--- src/rtl/text_console_ctrl.sv ---
// text_console_ctrl: command engine for the VGA text console.
// Accepts SCROLL / CLEAR_FIELD / NUMBER / CLEAR_ALL (and optionally HEX) commands over a
// valid/ready handshake and emits one registered character-cell write per cycle.
// NUMBER converts a signed 32-bit value to decimal with an iterative double-dabble
// (32 shift-add-3 cycles) before the field is written.
// Ports:
//   clk, rst               clock, synchronous active-high reset
//   cmd_valid/cmd_ready    command handshake; cmd_ready is combinational (IDLE and not rst)
//   cmd, cmd_data          opcode and {fg[11:0], bg[11:0], x[15:0], y[15:0], num[31:0]}
//   wr_en/wr_x/wr_y        character-buffer write strobe and physical cell address
//   wr_value               {fg[11:0], bg[11:0], char[7:0]}
//   offset                 scroll offset (physical row of logical row 0)
// Optional feature: define TEXT_CONSOLE_HEX_EN to enable opcode 5 (unsigned hex print).
module text_console_ctrl #(
  parameter int unsigned COLS   = 160,
  parameter int unsigned ROWS   = 45,
  parameter int unsigned DIGITS = 10
) (
  input  logic                    clk,
  input  logic                    rst,
  input  logic                    cmd_valid,
  input  logic [3:0]              cmd,
  input  logic [87:0]             cmd_data,
  output logic                    cmd_ready,
  output logic                    wr_en,
  output logic [$clog2(COLS)-1:0] wr_x,
  output logic [$clog2(ROWS)-1:0] wr_y,
  output logic [31:0]             wr_value,
  output logic [$clog2(ROWS)-1:0] offset
);
  localparam int unsigned XW      = $clog2(COLS);
  localparam int unsigned YW      = $clog2(ROWS);
  localparam int unsigned IW      = $clog2(DIGITS + 2);
  localparam int unsigned FIELD_W = DIGITS + 2;
  // 10 BCD digits always cover 2^31, so overflow is detectable for any DIGITS
  localparam int          BCD_N   = 10;

  typedef enum logic [2:0] {StIdle, StClrRow, StClrField, StConvert, StEmit, StClrAll} state_e;

  state_e            state_q, state_d;
  logic [YW-1:0]     offset_q, offset_d;
  logic [11:0]       fg_q, fg_d, bg_q, bg_d;
  logic              neg_q, neg_d;
  logic [XW-1:0]     col_q, col_d;
  logic [YW-1:0]     row_q, row_d;
  logic [IW-1:0]     idx_q, idx_d;
  logic [4:0]        bit_q, bit_d;
  logic [31:0]       bin_q, bin_d;
  logic [4*BCD_N-1:0] bcd_q, bcd_d, bcd_adj;
  logic              wr_en_q, wr_en_d;
  logic [XW-1:0]     wr_x_q, wr_x_d;
  logic [YW-1:0]     wr_y_q, wr_y_d;
  logic [31:0]       wr_value_q, wr_value_d;
  logic [XW-1:0]     col_next;
  logic [7:0]        num_char, cell_char;
`ifdef TEXT_CONSOLE_HEX_EN
  logic              hex_q, hex_d;
  logic [31:0]       num_q, num_d;
  logic [7:0]        hex_char;
`endif

  assign cmd_ready = (state_q == StIdle) && !rst;
  assign wr_en     = wr_en_q;
  assign wr_x      = wr_x_q;
  assign wr_y      = wr_y_q;
  assign wr_value  = wr_value_q;
  assign offset    = offset_q;

  assign col_next = (col_q == XW'(COLS - 1)) ? '0 : col_q + XW'(1);

  // Decimal character for field cell idx_q; digit position p counts from the units cell.
  always_comb begin : num_cell
    int nd;
    int p;
    logic [3:0] dig;
    nd = 1;
    for (int k = 0; k < BCD_N; k++) begin
      if (bcd_q[4*k +: 4] != 4'd0) nd = k + 1;
    end
    p   = int'(DIGITS) - int'(idx_q);
    dig = 4'd0;
    for (int k = 0; k < BCD_N; k++) begin
      if (k == p) dig = bcd_q[4*k +: 4];
    end
    if (nd > int'(DIGITS))      num_char = 8'h23;
    else if (p < nd)            num_char = 8'h30 + {4'd0, dig};
    else if (neg_q && p == nd)  num_char = 8'h2D;
    else                        num_char = 8'h20;
  end

`ifdef TEXT_CONSOLE_HEX_EN
  always_comb begin : hex_cell
    int p;
    logic [3:0] nib;
    p   = int'(DIGITS) - int'(idx_q);
    nib = 4'd0;
    for (int k = 0; k < 8; k++) begin
      if (k == p) nib = num_q[4*k +: 4];
    end
    if (DIGITS < 8)             hex_char = 8'h23;
    else if (p < 8)             hex_char = (nib < 4'd10) ? 8'h30 + {4'd0, nib}
                                                         : 8'h37 + {4'd0, nib};
    else                        hex_char = 8'h20;
  end
  assign cell_char = hex_q ? hex_char : num_char;
`else
  assign cell_char = num_char;
`endif

  always_comb begin
    state_d    = state_q;
    offset_d   = offset_q;
    fg_d       = fg_q;
    bg_d       = bg_q;
    neg_d      = neg_q;
    col_d      = col_q;
    row_d      = row_q;
    idx_d      = idx_q;
    bit_d      = bit_q;
    bin_d      = bin_q;
    bcd_d      = bcd_q;
    wr_en_d    = 1'b0;
    wr_x_d     = wr_x_q;
    wr_y_d     = wr_y_q;
    wr_value_d = wr_value_q;
`ifdef TEXT_CONSOLE_HEX_EN
    hex_d      = hex_q;
    num_d      = num_q;
`endif
    // add-3 step of double dabble, applied before each shift
    bcd_adj = bcd_q;
    for (int k = 0; k < BCD_N; k++) begin
      if (bcd_adj[4*k +: 4] >= 4'd5) bcd_adj[4*k +: 4] = bcd_adj[4*k +: 4] + 4'd3;
    end

    unique case (state_q)
      StIdle: begin
        if (cmd_valid && cmd_ready) begin
          fg_d  = cmd_data[87:76];
          bg_d  = cmd_data[75:64];
          neg_d = cmd_data[31];
          row_d = YW'((32'(cmd_data[47:32]) + 32'(offset_q)) % ROWS);
          col_d = XW'((32'(cmd_data[63:48]) * FIELD_W) % COLS);
          idx_d = '0;
`ifdef TEXT_CONSOLE_HEX_EN
          hex_d = 1'b0;
          num_d = cmd_data[31:0];
`endif
          case (cmd)
            4'd1: begin
              offset_d = (offset_q == YW'(ROWS - 1)) ? '0 : offset_q + YW'(1);
              row_d    = offset_q;
              col_d    = XW'(COLS - 1);
              state_d  = StClrRow;
            end
            4'd2: state_d = StClrField;
            4'd3: begin
              bin_d   = cmd_data[31] ? (~cmd_data[31:0] + 32'd1) : cmd_data[31:0];
              bcd_d   = '0;
              bit_d   = '0;
              state_d = StConvert;
            end
            4'd4: begin
              offset_d = '0;
              row_d    = '0;
              col_d    = '0;
              state_d  = StClrAll;
            end
`ifdef TEXT_CONSOLE_HEX_EN
            4'd5: begin
              hex_d   = 1'b1;
              state_d = StEmit;
            end
`endif
            default: ;
          endcase
        end
      end
      StClrRow: begin
        wr_en_d    = 1'b1;
        wr_x_d     = col_q;
        wr_y_d     = row_q;
        wr_value_d = '0;
        col_d      = col_q - XW'(1);
        if (col_q == '0) state_d = StIdle;
      end
      StClrField: begin
        wr_en_d    = 1'b1;
        wr_x_d     = col_q;
        wr_y_d     = row_q;
        wr_value_d = '0;
        col_d      = col_next;
        idx_d      = idx_q + IW'(1);
        if (idx_q == IW'(DIGITS)) state_d = StIdle;
      end
      StConvert: begin
        {bcd_d, bin_d} = {bcd_adj, bin_q} << 1;
        bit_d          = bit_q + 5'd1;
        if (bit_q == 5'd31) state_d = StEmit;
      end
      StEmit: begin
        wr_en_d    = 1'b1;
        wr_x_d     = col_q;
        wr_y_d     = row_q;
        wr_value_d = {fg_q, bg_q, cell_char};
        col_d      = col_next;
        idx_d      = idx_q + IW'(1);
        if (idx_q == IW'(DIGITS)) state_d = StIdle;
      end
      StClrAll: begin
        wr_en_d    = 1'b1;
        wr_x_d     = col_q;
        wr_y_d     = row_q;
        wr_value_d = '0;
        if (col_q == XW'(COLS - 1)) begin
          col_d = '0;
          if (row_q == YW'(ROWS - 1)) state_d = StIdle;
          else                        row_d   = row_q + YW'(1);
        end else begin
          col_d = col_q + XW'(1);
        end
      end
      default: state_d = StIdle;
    endcase
  end

  always_ff @(posedge clk) begin
    if (rst) begin
      state_q    <= StIdle;
      offset_q   <= '0;
      fg_q       <= '0;
      bg_q       <= '0;
      neg_q      <= 1'b0;
      col_q      <= '0;
      row_q      <= '0;
      idx_q      <= '0;
      bit_q      <= '0;
      bin_q      <= '0;
      bcd_q      <= '0;
      wr_en_q    <= 1'b0;
      wr_x_q     <= '0;
      wr_y_q     <= '0;
      wr_value_q <= '0;
`ifdef TEXT_CONSOLE_HEX_EN
      hex_q      <= 1'b0;
      num_q      <= '0;
`endif
    end else begin
      state_q    <= state_d;
      offset_q   <= offset_d;
      fg_q       <= fg_d;
      bg_q       <= bg_d;
      neg_q      <= neg_d;
      col_q      <= col_d;
      row_q      <= row_d;
      idx_q      <= idx_d;
      bit_q      <= bit_d;
      bin_q      <= bin_d;
      bcd_q      <= bcd_d;
      wr_en_q    <= wr_en_d;
      wr_x_q     <= wr_x_d;
      wr_y_q     <= wr_y_d;
      wr_value_q <= wr_value_d;
`ifdef TEXT_CONSOLE_HEX_EN
      hex_q      <= hex_d;
      num_q      <= num_d;
`endif
    end
  end

endmodule

--- config.mk ---
export PLATFORM = sky130hd
export DESIGN_NAME = text_console_ctrl
export DESIGN_NICKNAME = d
export VERILOG_FILES = /design/src/rtl/text_console_ctrl.sv
export SDC_FILE = /design/constraint.sdc
export NUM_CORES = 1
export LEC_CHECK = 0
export CAP_MARGIN = 10
export CORE_ASPECT_RATIO = 0.5
export CORE_MARGIN = 2
export CORE_UTILIZATION = 59
export CTS_CLUSTER_DIAMETER = 40
export DETAILED_ROUTE_END_ITERATION = 16
export PLACE_DENSITY = 0.83
export SLEW_MARGIN = 40
export SYNTH_ARGS = -nofsm -noshare
export SYNTH_HDL_FRONTEND = slang
export SYNTH_SLANG_ARGS = --single-unit
--- constraint.sdc ---
create_clock -name clk -period 15.2 [get_ports clk]
set_clock_uncertainty 0.15 [all_clocks]
set_input_delay 2.28 -clock clk [delete_from_list [all_inputs] [get_ports clk]]
set_output_delay 2.28 -clock clk [all_outputs]
set_load 0.01 [all_outputs]
==> results by group, run 1 <==
Outcome
  – Run status: complete, no violations

Worst setup path
  – Worst path max stage delay: 0.48 ns
  – Critical Path Slowest Stage Cell: sky130_fd_sc_hd__a2111o_1
  – Slack of the worst reg-to-reg path: 3.20 ns
  – Type of the worst setup path: in2reg
  – Element type at the critical path end: register
  – CP Data Arrival Time: 13.92 ns
  – Reg2reg start: offset[0]
  – Worst EP required: 15.36 ns
  – Crit start category: primary input
  – Largest fanout of any net on the critical path: 16
  – Worst setup path startpoint: cmd_data[32]

STA
  – Normalized max-slew margin: 43.2%
  – Number of hold-slack violations in the final timing report: 0
  – Least-Margin Pin Slew: 0.852 ns
  – PnR worst setup slack: 1.43 ns
  – Unrepaired setup endpoints after global routing: false
  – Shortest clock period the worst path allows after layout: 13.77 ns
  – Achievable Freq: 0.0726 GHz
  – Setup TNS: 0 ns
  – Final clock period utilization by the worst path: 90.6%
  – Number of max-slew violations in the final report: 0
  – Final-report setup violation count: 0

Placed design
  – Routability congestion estimate: 0.952
  – Sum of net half-perimeters after detailed placement: 29900 µm
  – Number of buffer cells added on primary ports: 146
  – Worst slack at placement: 1.03 ns

Synthesis
  – Warnings, synthesis: 0
  – Synth area leader: sky130_fd_sc_hd__dfxtp_1
  – Register area share after synthesis: 22.4%
  – Proportion of register bits with asynchronous set or reset after synthesis: 0%
  – Post-synth top area share: 22.4%
  – Most numerous cell types in the synthesized netlist: sky130_fd_sc_hd__nor2_1 (285), sky130_fd_sc_hd__nand2_1 (238), sky130_fd_sc_hd__a21oi_1 (196)
  – Synthesis-stage register bit count: 174
  – Distinct cell type count of the synthesized netlist: 119
  – Flip-flop cell with the highest count after synthesis: sky130_fd_sc_hd__dfxtp_1
  – Cell with the most instances after synthesis: sky130_fd_sc_hd__nor2_1
  – Number of flops mapped to enable cells by yosys: 0
  – Gate Count Post-Synth: 2170
  – Synth Cell Area: 15600 µm²
  – Mapped Avg Cell Area: 7.18 µm²
  – Area contributors post-synth: sky130_fd_sc_hd__dfxtp_1 (22%), sky130_fd_sc_hd__nor2_1 (6.9%), sky130_fd_sc_hd__a21oi_1 (6.3%)

Clock network
  – Clock tree sinks: 174
  – Hold-fix buffers, CTS: 0
  – Gates resized, CTS repair: 0
  – Clock-pin slew on the worst setup and hold paths: 0.07 ns
  – Worst-skew pair later-pin latency: 0.45 ns
  – Root Buffer: sky130_fd_sc_hd__clkbuf_16
  – Maximum root-to-sink buffer count: 2
  – Clock buffer count from CTS: 17
  – Setup repair bufs after CTS: 0
  – TritonCTS clock tree: done
  – Depth of the CTS H-tree: 4

Global route
  – GRT Residual Overflow: 0
  – Wire length of the first global-routing pass: 69800 µm
  – Antenna violations before repair: 1
  – Via count of the first global-routing pass: 14400
  – Total track usage: 29.8%
  – Pin count of the biggest net entering global routing: 106

Drt
  – Residual antenna-violating net count after detailed routing: 0
  – Total number of vias: 16300
  – Number of DRC violations after detailed-routing iteration 0: 1614
  – Pre-antenna DRT Iters: 6
  – Sum of routed wire length over all layers: 42200 µm
  – Post-DR wirelength/cell: 16.3 µm
  – Routed vias/inst: 6.32
  – DRC viols: 0

Min path
  – Startpoint of the worst hold path: wr_x[7]
  – Tightest Hold Check Type: reg2reg

Floorplanning
  – Die outline width: 234 µm
  – Starting utilization of the core area: 61.0%
  – Num ports: 149
  – Total die area: 27800 µm²
  – Die Y: 119 µm
  – Row count: 41
  – Placeable core region: 25500 µm²

Power
  – Power per unit of standard cell area: 208 nW/µm²
  – P_leak: 6.44 nW
  – Worst supply voltage drop on vdd: 0.000296 V

Layout
  – Synthesis-to-finish area growth: 13.7%
  – Proportion of layout cells with a drive suffix above 1: 6.04%
  – Net count, final: 2387

Job
  – Max cap viols: 0
## power by group
group | leakage (nW) | internal [mW] | switching, mW
Combinational | 4.77 | 1.12 | 1.65
Sequential | 1.41 | 0.474 | 0.0185
Clock | 0.268 | 0.224 | 0.196
Total | 6.44 | 1.82 | 1.86
## cell type report
type                            instances  area (µm²)
Antenna cell                            1        2.50
Clock buffer                           22         474
Sequential cell                       174        3480
Tap cell                              344         430
Multi-Input combinational cell       1804       11400
Inverter                               65         244
Clock inverter                         10        77.6
Fill cell                            2197        7830
Timing Repair Buffer                  161        1600
## worst paths after layout
path,endpoint,depth (start not counted)
worst max-delay path,row_q[1],45
worst min-delay path,wr_x[7],2
worst max register to register,row_q[1],44
worst min register to register,wr_x[7],2
## layer usage
layer	share of wire (%)	global-route usage (%)	vias up
met5	0	0	-
met4	2.0	8.39	0
met3	5.9	4.57	76
met2	46	48.2	543
met1	46	41.0	7581
li1	-	-	8102
## sequential cells by signal, indices dropped and copies added, names as in the netlist, 3 cells and up
signal and cells:
offset 6, idx_q 4, col_q 8, bg_q 12
bin_q 32, wr_y 6, wr_value 30, state_q 3
wr_x 8, bcd_q 40, row_q 6, fg_q 12
bit_q 5
## cell families after synthesis
family | share of synthesized area, %
adder cells (fa/ha/maj) | 5.77
XOR/XNOR | 7.19
AND/OR/NAND/NOR | 26.1
flip-flops | 22.4
multiplexers | 1.65
AO/OA/AOI/OAI | 31.8
other | 0.0241
buffers and inverters | 5.04
## critical path: cells and delay by family
kind	cells	cell delay [ns]
xor+xnor	2	0.48
fa+ha+maj	4	1.11
simple gates	12	1.98
buf+inv	4	0.87
compound gates	21	6.53
mux	2	0.65
## stage by stage
| stage | cell area [µm²] | instances | utilization, % | power [mW] | hold WS, ns |
|---|---|---|---|---|---|
| 2_1_floorplan | 15600 | 2171 | - | 2.72 | 0.282 |
| 3_3_place_gp | 17100 | 2547 | 66.8 | 3.14 | 0.292 |
| 3_5_place_dp | 17100 | 2547 | 66.9 | 3.18 | 0.296 |
| 4_1_cts | 17600 | 2579 | 69.1 | 3.62 | 0.306 |
| 5_1_grt | 17700 | 2581 | 69.4 | 3.97 | 0.319 |
| 6_report | 17700 | 2581 | 69.4 | 3.68 | 0.305 |
## placed cells by master (no fill, tap or decap), types with 21 or more instances in the layout
cell type / count
sky130_fd_sc_hd__dfxtp_1: 174
sky130_fd_sc_hd__nor2_1: 283
sky130_fd_sc_hd__xor2_1: 61
sky130_fd_sc_hd__ha_1: 67
sky130_fd_sc_hd__nand3b_1: 30
sky130_fd_sc_hd__nor3_1: 74
sky130_fd_sc_hd__o21ai_0: 125
sky130_fd_sc_hd__a211oi_1: 52
sky130_fd_sc_hd__nand4_1: 32
sky130_fd_sc_hd__clkdlybuf4s50_1: 144
sky130_fd_sc_hd__a21oi_1: 196
sky130_fd_sc_hd__xnor2_1: 58
sky130_fd_sc_hd__inv_1: 64
sky130_fd_sc_hd__nand3_1: 63
sky130_fd_sc_hd__nand2_1: 236
sky130_fd_sc_hd__a22oi_1: 59
sky130_fd_sc_hd__o211ai_1: 21
Power figures use the tool's default switching activity.
==> inputs of run 2 (changes only) <==
Settings changed: ABC_AREA set to 1.
==> results by group, run 2 <==
Outcome
  – Run status: complete, no violations

Worst setup path
  – Crit start category: primary input
  – Reg2reg start: offset[0]
  – CP Data Arrival Time: 11.11 ns (-2.81 ns)
  – Worst setup path startpoint: cmd_data[32]
  – Worst EP required: 15.41 ns (+0.05 ns)
  – Crit path buffers/inverters: 7 (+3)
  – Element type at the critical path end: register
  – Slack of the worst reg-to-reg path: 6.12 ns (+2.92 ns)
  – Termination of the worst setup path: row_q[2]
  – Most prevalent standard cell on the critical path: sky130_fd_sc_hd__nand2_1
  – Largest fanout of any net on the critical path: 8 (-8)
  – Crit. path cell count: 74 (+64%)
  – Kind of cell adding the most delay to the critical path: simple AND/OR/NAND/NOR gates
  – Critical Path Slowest Stage Cell: sky130_fd_sc_hd__fa_1
  – Type of the worst setup path: in2reg
  – Capture point of the worst reg-to-reg path: row_q[2]
  – Worst R2R Path Depth: 73 (+66%)
  – Worst path max stage delay: 0.45 ns (-0.03 ns)

Placed design
  – Sum of net half-perimeters after detailed placement: 26300 µm (-12%)
  – Placed Instance Area: 16400 µm² (-4.3%)
  – Number of buffer cells added on primary ports: 146 (unchanged)
  – Routability congestion estimate: 0.918 (-3.5%)
  – Placed Cells incl. Taps: 2753 (+8.1%)

Synthesis
  – Distinct cell type count of the synthesized netlist: 58 (-51%)
  – Synthesis-stage register bit count: 174 (unchanged)
  – Synth area leader: sky130_fd_sc_hd__dfxtp_1
  – Most numerous cell types in the synthesized netlist: sky130_fd_sc_hd__nand2_1 (595), sky130_fd_sc_hd__inv_1 (264), sky130_fd_sc_hd__a21oi_1 (213)
  – Post-synth top area share: 23.8% (+1.4 points)
  – Flip-flop cell with the highest count after synthesis: sky130_fd_sc_hd__dfxtp_1
  – Gate Count Post-Synth: 2324 (+7.1%)
  – Mapped Avg Cell Area: 6.31 µm² (-12%)
  – Proportion of register bits with asynchronous set or reset after synthesis: 0% (unchanged)
  – Warnings, synthesis: 0 (unchanged)
  – Register area share after synthesis: 23.8% (+1.4 points)
  – Synth Cell Area: 14700 µm² (-5.9%)
  – Number of flops mapped to enable cells by yosys: 0 (unchanged)
  – Area contributors post-synth: sky130_fd_sc_hd__dfxtp_1 (24%), sky130_fd_sc_hd__nand2_1 (15%), sky130_fd_sc_hd__a21oi_1 (7.3%)
  – Cell with the most instances after synthesis: sky130_fd_sc_hd__nand2_1

Clock network
  – Worst-skew pair later-pin latency: 0.43 ns (-0.02 ns)
  – Gates resized, CTS repair: 0 (unchanged)
  – Clock tree sinks: 174 (unchanged)
  – Depth of the CTS H-tree: 4 (unchanged)
  – Root Buffer: sky130_fd_sc_hd__clkbuf_16
  – Clock-pin slew on the worst setup and hold paths: 0.07 ns (about the same)
  – Hold-fix buffers, CTS: 0 (unchanged)
  – Setup repair bufs after CTS: 0 (unchanged)
  – TritonCTS clock tree: done
  – Clock buffer count from CTS: 17 (unchanged)
  – Maximum root-to-sink buffer count: 2 (unchanged)

STA
  – Number of max-slew violations in the final report: 0 (unchanged)
  – Least-Margin Pin Slew: 0.799 ns (-0.0526 ns)
  – Final clock period utilization by the worst path: 71.8% (-19 points)
  – Achievable Freq: 0.0917 GHz (+26%)
  – Unrepaired setup endpoints after global routing: false
  – Final-report setup violation count: 0 (unchanged)
  – Shortest clock period the worst path allows after layout: 10.91 ns (-2.86 ns)
  – Worst hold margin: 0.310 ns (+0.00542 ns)
  – Number of hold-slack violations in the final timing report: 0 (unchanged)
  – Setup TNS: 0 ns (unchanged)
  – Normalized max-slew margin: 46.7% (+3.5 points)

Global route
  – Wire length of the first global-routing pass: 59400 µm (-15%)
  – Total track usage: 27.0% (-2.8 points)
  – Pin count of the biggest net entering global routing: 89 (-16%)
  – Antenna violations before repair: 1 (unchanged)
  – Via count of the first global-routing pass: 13300 (-7.6%)
  – GRT Residual Overflow: 0 (unchanged)

Layout
  – Net count, final: 2600 (+8.9%)
  – Flip-flop count of the largest register after layout: 40 (unchanged)
  – Area used by multi-input combinational logic: 9870 µm² (-13%)
  – Most frequent standard cell in the layout excluding fill and tap cells: sky130_fd_sc_hd__nand2_1
  – Synthesis-to-finish area growth: 15.9%
  – Area taken by flip-flops and latches: 3480 µm² (unchanged)
  – Number of inserted filler cells in the final layout: 2177 (-0.91%)
  – Count of non-filler cells in the finished layout: 2785 (+7.9%)
  – Most frequent cells in the layout: sky130_fd_sc_hd__nand2_1 (594), sky130_fd_sc_hd__inv_1 (263), sky130_fd_sc_hd__a21oi_1 (213)
  – Post-route cell area: 17000 µm² (-4.1%)
  – Register ranked first by flip-flop count: bcd_q
  – Count of inserted antenna diode cells: 0 (-1)
  – Proportion of layout cells with a drive suffix above 1: 9.35% (+3.3 points)

Drt
  – Pre-antenna DRT Iters: 5 (-1)
  – Residual antenna-violating net count after detailed routing: 0 (unchanged)
  – Total number of vias: 14800 (-9.3%)
  – Number of DRC violations after detailed-routing iteration 0: 1199 (-26%)
  – Post-DR wirelength/cell: 12.6 µm (-23%)
  – Sum of routed wire length over all layers: 35200 µm (-16%)
  – DRC viols: 0 (unchanged)
  – Routed vias/inst: 5.31 (-16%)

Floorplanning
  – Die outline width: 227 µm (-2.9%)
  – Row count: 40 (-2.4%)
  – Num ports: 149 (unchanged)
  – Starting utilization of the core area: 60.5% (-0.43 points)
  – Die Y: 115 µm (-2.9%)
  – Placeable core region: 24200 µm² (-5.2%)
  – Total die area: 26200 µm² (-5.7%)

Min path
  – Tightest Hold Check Type: reg2reg

Job
  – Max cap viols: 0 (unchanged)
==> run 2: how the worst min path moves through the flow <==
stage	start	endpoint	slack, ns	cells after the start
after CTS	bin_q[31]	bcd_q[0]	0.31	2
after detailed placement	bin_q[12]	bin_q[12]	0.30	2
after floorplan	bin_q[31]	bcd_q[0]	0.29	2
after global routing	bin_q[16]	bin_q[16]	0.33	2
after global placement	bin_q[18]	bin_q[18]	0.30	2
final	bin_q[31]	bcd_q[0]	0.31	2
==> run 2: kinds of logic after synthesis <==
logic type                 after synthesis  share of synthesized area (%)
buffers and inverters                  349                           9.07
adders and majority gates               69                           5.99
DFF                                    174                           23.8
AOI/OAI and AO/OA                      486                           18.3
xor gates and xnor gates                84                           5.07
and+or+nand+nor                       1161                           37.8
other                                    1                         0.0256
==> run 2: layout make-up <==
class	instances	area share (%)
Timing Repair Buffer	154	8.98
Clock inverter	14	1.05
Inverter	287	6.35
Multi-Input combinational cell	1802	58.1
Sequential cell	174	20.5
Clock buffer	18	2.58
Tap cell	336	2.47
==> run 2: routing by layer <==
layer | vias up | GRT usage, % | wire length, µm
met1 | 6625 | 35.0 | 16600
met4 | 0 | 5.27 | 361
met2 | 296 | 48.5 | 16800
li1 | 7833 | - | -
met5 | - | 0 | 0
met3 | 32 | 3.88 | 1460
==> run 2: worst register-to-register path, delay by kind of cell (launching register included) <==
kind	cells	cell delay (ns)
buffers and inverters	6	0.38
flip-flops	1	0.38
adder cells (fa/ha/maj)	4	1.10
AND/OR/NAND/NOR	56	5.92
AO/OA/AOI/OAI	7	1.09
==> run 2: metrics by stage <==
step | utilization [%] | setup slack, ns
global placement | 67.6 | 4.17
detailed placement | 67.6 | 3.99
floorplan | - | 5.39
finish | 70.1 | 4.29
CTS | 70.1 | 4.40
global route | 70.1 | 3.41
Power of run 2 is left out: the tool's default activity adds up to more than one toggle a clock period on the data nets, which glitch-free logic cannot reach.
==> inputs of run 3 (changes only) <==
Settings changed: CORE_UTILIZATION 59 to 53, PLACE_DENSITY 0.83 to 0.79.
Clock period 15.2 ns to 9.8 ns, I/O delays scaled along.
==> results by group, run 3 (same netlist as run 2, synthesis figures left out) <==
Global route
  – Antenna violations before repair: 2 (+1)
  – Wire length of the first global-routing pass: 59800 µm (+0.64%)
  – Pin count of the biggest net entering global routing: 89 (unchanged)
  – Via count of the first global-routing pass: 13400 (+0.50%)
  – Total track usage: 24.2% (-2.8 points)
  – GRT Residual Overflow: 0 (unchanged)

Worst setup path
  – Slack of the worst reg-to-reg path: 1.18 ns (-4.94 ns)
  – Element type at the critical path end: register
  – Critical Path Slowest Stage Cell: sky130_fd_sc_hd__fa_2
  – Worst path max stage delay: 0.35 ns (-0.10 ns)
  – Most prevalent standard cell on the critical path: sky130_fd_sc_hd__nand2_4
  – Type of the worst setup path: in2reg
  – Capture point of the worst reg-to-reg path: row_q[5]
  – CP Data Arrival Time: 9.47 ns (-1.64 ns)
  – Kind of cell adding the most delay to the critical path: simple AND/OR/NAND/NOR gates
  – Crit start category: primary input
  – Worst EP required: 9.94 ns (-5.47 ns)
  – Worst R2R Path Depth: 75 (+2.7%)
  – Largest fanout of any net on the critical path: 8 (unchanged)
  – Crit path buffers/inverters: 8 (+1)
  – Reg2reg start: offset[0]

Floorplanning
  – Row count: 42 (+5.0%)
  – Die outline width: 239 µm (+5.4%)
  – Total die area: 29100 µm² (+11%)
  – Num ports: 149 (unchanged)
  – Die Y: 122 µm (+5.3%)
  – Placeable core region: 26800 µm² (+11%)
  – Starting utilization of the core area: 54.7% (-5.8 points)

Placed design
  – Placed Cells incl. Taps: 2788 (+1.3%)
  – Number of buffer cells added on primary ports: 146 (unchanged)
  – Sum of net half-perimeters after detailed placement: 26800 µm (+1.8%)
  – Routability congestion estimate: 0.926 (+0.88%)

STA
  – Unrepaired setup endpoints after global routing: true
  – Worst hold margin: 0.302 ns (-0.00850 ns)
  – Normalized max-slew margin: 45.7% (-0.91 points)
  – Least-Margin Pin Slew: 0.809 ns (+0.00960 ns)
  – Final clock period utilization by the worst path: 95.3%
  – Achievable Freq: 0.107 GHz
  – Shortest clock period the worst path allows after layout: 9.34 ns
  – Number of hold-slack violations in the final timing report: 0 (unchanged)
  – Final-report setup violation count: 0 (unchanged)
  – Number of max-slew violations in the final report: 0 (unchanged)

Drt
  – Pre-antenna DRT Iters: 5 (unchanged)
  – Number of DRC violations after detailed-routing iteration 0: 1004 (-16%)
  – Residual antenna-violating net count after detailed routing: 0 (unchanged)
  – Routed vias/inst: 5.32 (+0.20%)
  – Total number of vias: 15200 (+2.5%)
  – Post-DR wirelength/cell: 13.1 µm (+3.8%)
  – DRC viols: 0 (unchanged)
  – Sum of routed wire length over all layers: 37400 µm (+6.1%)

Clock network
  – Root Buffer: sky130_fd_sc_hd__clkbuf_16
  – Clock-pin slew on the worst setup and hold paths: 0.07 ns (about the same)
  – Worst-skew pair later-pin latency: 0.44 ns (about the same)
  – Depth of the CTS H-tree: 4 (unchanged)
  – Clock buffer count from CTS: 17 (unchanged)
  – Clock tree sinks: 174 (unchanged)
  – TritonCTS clock tree: done
  – Maximum root-to-sink buffer count: 2 (unchanged)

Min path
  – Worst-case hold path end point: wr_value[21]
  – Tightest Hold Check Type: reg2reg
  – Startpoint of the worst hold path: fg_q[1]
  – Hold-critical path depth: 2 (unchanged)

Outcome
  – Run status: complete, no violations

Layout
  – Flip-flop count of the largest register after layout: 40 (unchanged)
  – Most frequent cells in the layout: sky130_fd_sc_hd__nand2_1 (551), sky130_fd_sc_hd__inv_1 (260), sky130_fd_sc_hd__a21oi_1 (209)
  – Number of inserted filler cells in the final layout: 2366 (+8.7%)
  – Net count, final: 2646 (+1.8%)
  – Register ranked first by flip-flop count: bcd_q
  – Most frequent standard cell in the layout excluding fill and tap cells: sky130_fd_sc_hd__nand2_1
  – Proportion of layout cells with a drive suffix above 1: 14.6% (+5.3 points)
  – Synthesis-to-finish area growth: 22.0%
  – Count of non-filler cells in the finished layout: 2848 (+2.3%)

Job
  – Max cap viols: 0 (unchanged)
## run 3: cell types whose count changed in the layout (fill, tap and decap cells not counted), sizes merged
cell,delta
bufinv,-3
clkdlybuf4s50,-14
clkbuf,+3
buf,+46
diode,+1
clkinvlp,+2
dlymetal6s2s,+14
clkinv,-2
## run 3: layout make-up
type	instances	area [µm²]	area share, %
clock inverter	11	95.1	0.531
antenna	1	2.50	0.0140
multi-input combinational	1802	10400	58.3
tap	352	440	2.46
clock buffer	21	450	2.52
timing repair buffer	200	1900	10.6
inverter	287	1080	6.05
sequential	174	3480	19.5
## run 3: routing by layer
layer  vias to the layer above  wire (µm)  track usage [%]
met5                         -         16                0
met4                         2        753             6.21
met3                        60       1560             3.26
met2                       319      17900             42.2
met1                      6856      17200             31.8
li1                       7914          -                -
## run 3: worst max-delay path by stage
stage	start	endpoint	slack (ns)	depth (start not counted)
2_1_floorplan	cmd_data[32]	row_q[5]	0.80	78
3_3_place_gp	cmd_data[32]	row_q[5]	-0.04	75
3_5_place_dp	cmd_data[32]	row_q[3]	-0.22	73
4_1_cts	cmd_data[32]	row_q[5]	0.19	73
5_1_grt	cmd_data[32]	row_q[3]	-0.25	75
6_report	cmd_data[32]	row_q[5]	0.46	77
## run 3: per-stage QoR
step           cell area (µm²)  worst slack (ns)  utilization, %  TNS [ns]
2_1_floorplan            14700             0.804               -         0
3_3_place_gp             16500           -0.0434            61.7    -0.157
3_5_place_dp             16500            -0.223            61.7     -1.23
4_1_cts                  17100             0.194            63.7         0
5_1_grt                  17900            -0.252            66.8     -1.24
6_report                 17900             0.462            66.8         0
## run 3: what timing repair did
| item | in CTS | in global routing |
|---|---|---|
| gates resized for setup | 0 | 155 |
| hold buffers | 0 | 0 |
| endpoints found under the setup margin | 0 | 9 |
| setup buffers | 0 | 27 |
## run 3: worst reg2reg max path: cells and delay by family, from the launching register on
kind | cells | cell delay (ns)
AND/OR/NAND/NOR | 60 | 5.90
adder cells (fa/ha/maj) | 4 | 0.76
buffers and inverters | 7 | 0.42
flip-flops | 1 | 0.53
AO/OA/AOI/OAI | 4 | 0.72
Power of run 3 is left out for the same reason.
==> edit (settings of run 2) <==
The 6 states of `state_e` get a Gray code encoding in 3 bits.
--- a/src/rtl/text_console_ctrl.sv
+++ b/src/rtl/text_console_ctrl.sv
@@ -37,3 +37,3 @@
 
-  typedef enum logic [2:0] {StIdle, StClrRow, StClrField, StConvert, StEmit, StClrAll} state_e;
+  typedef enum logic [2:0] {StIdle = 3'b000, StClrRow = 3'b001, StClrField = 3'b011, StConvert = 3'b010, StEmit = 3'b110, StClrAll = 3'b111} state_e;
 
Function: no difference found for any inputs over 4 cycles, from zero or initial values and one cycle with rst high; so few cycles prove little.
==> edit against run 2 <==
Cell count is 0.93% lower. Setup slack improved by 0.13 ns. Register-to-register slack improved by 0.12 ns. Count of clock-buffer cells in the layout shrank 1. Area after synthesis down 1.4%. Cell area down 1.3%. Sequential cell count unchanged. Routed wire length rose by 0.90%. Critical path type unchanged. Largest cell class unchanged. Highest routed layer unchanged.
Power is not shown: default switching activity piles up to over one toggle a cycle in this logic, so the estimate is an artifact.
==> edit: results <==
export IMPL_vias=14918
export IMPL_gp_congestion=0.9260
export IMPL_grt_pass1_wl_mm=59.28
export IMPL_reg2reg_to="row_q[3]$_SDFFE_PP0P_"
export IMPL_ys_top_cells_by_count="583 x nand2_1, 272 x inv_1, 208 x nand3_1, 207 x a21oi_1, 184 x o21ai_0"
export IMPL_dpl_cell_count=2727
export IMPL_worst_slew_pin_slew_ns=0.8409
export IMPL_slowest_stage="fa_1"
export IMPL_synth_xor_area_share_pct=4.370
export IMPL_antenna_found_initial=0
export IMPL_grt_total_usage_pct=27.13
export IMPL_crit_fanout=10
export IMPL_min_from="bin_q[0]$_SDFFE_PP0P_"
export IMPL_worstPathArrival_ns=10.91
export IMPL_r2r_setup_slack_ns=6.24
export IMPL_via_per_inst=5.407
export IMPL_wl_mm=35.55
export IMPL_synth_cell_types=59
export IMPL_drt_iter0_markers=1010
export IMPL_cpPeakStageDelay_ns=0.43
export IMPL_hold_path_endpoint="bin_q[0]$_SDFFE_PP0P_"
export IMPL_n_fill_cell=2138
export IMPL_grt_pass1_vias=13284
export IMPL_synth_area_leaders="dfxtp_1 24%, nand2_1 15%, nand3_1 7.2%"
export IMPL_dp_slack_ns=4.065
export IMPL_layout_drive_gt1_share_pct=8.347
export IMPL_slew_violations=0
export IMPL_postSynthAreaPerCell_um2=6.238
export IMPL_nets=2596
export IMPL_dp_hpwl_mm=26.26
export IMPL_synth_compound_area_share_pct=18.63
export IMPL_grt_max_degree=88
export IMPL_hold_ws_ns=0.3124
export IMPL_h_tree_depth=4
export IMPL_fin_crit_ns=10.77
export IMPL_ff2ff_path_depth=72
export IMPL_dpl_instance_area_um2=16160
export IMPL_yosysSeqAreaShare_pct=24.09
export IMPL_status="complete, no violations"
==> edit: cell count changes in the layout (fill, tap and decap cells not counted), moves of 6 or more <==
cell and delta:
nand3_1 +23, xor2_1 -22, nand2_2 -13, or2_2 +13
nand2_1 -11, nand2_4 -10, a21oi_1 -7, inv_1 +7
nand4_1 +6, xnor2_1 +6
==> edit: area by class of cell <==
cell class	count	area, µm²	area share, %
Multi-Input combinational cell	1785	9633	57.44
Tap cell	315	394.1	2.350
Sequential cell	174	3483	20.77
Clock inverter	15	187.7	1.119
Inverter	299	1126	6.715
Timing Repair Buffer	154	1520	9.065
Clock buffer	17	425.4	2.537
==> edit: layer usage <==
| layer | track usage, % | up-vias | share of wire, % |
|---|---|---|---|
| met3 | 3.002 | 49 | 3.0 |
| met5 | 0 | - | 0 |
| li1 | - | 7854 | - |
| met1 | 34.73 | 6750 | 47 |
| met2 | 48.74 | 265 | 48 |
| met4 | 7.682 | 0 | 1.7 |
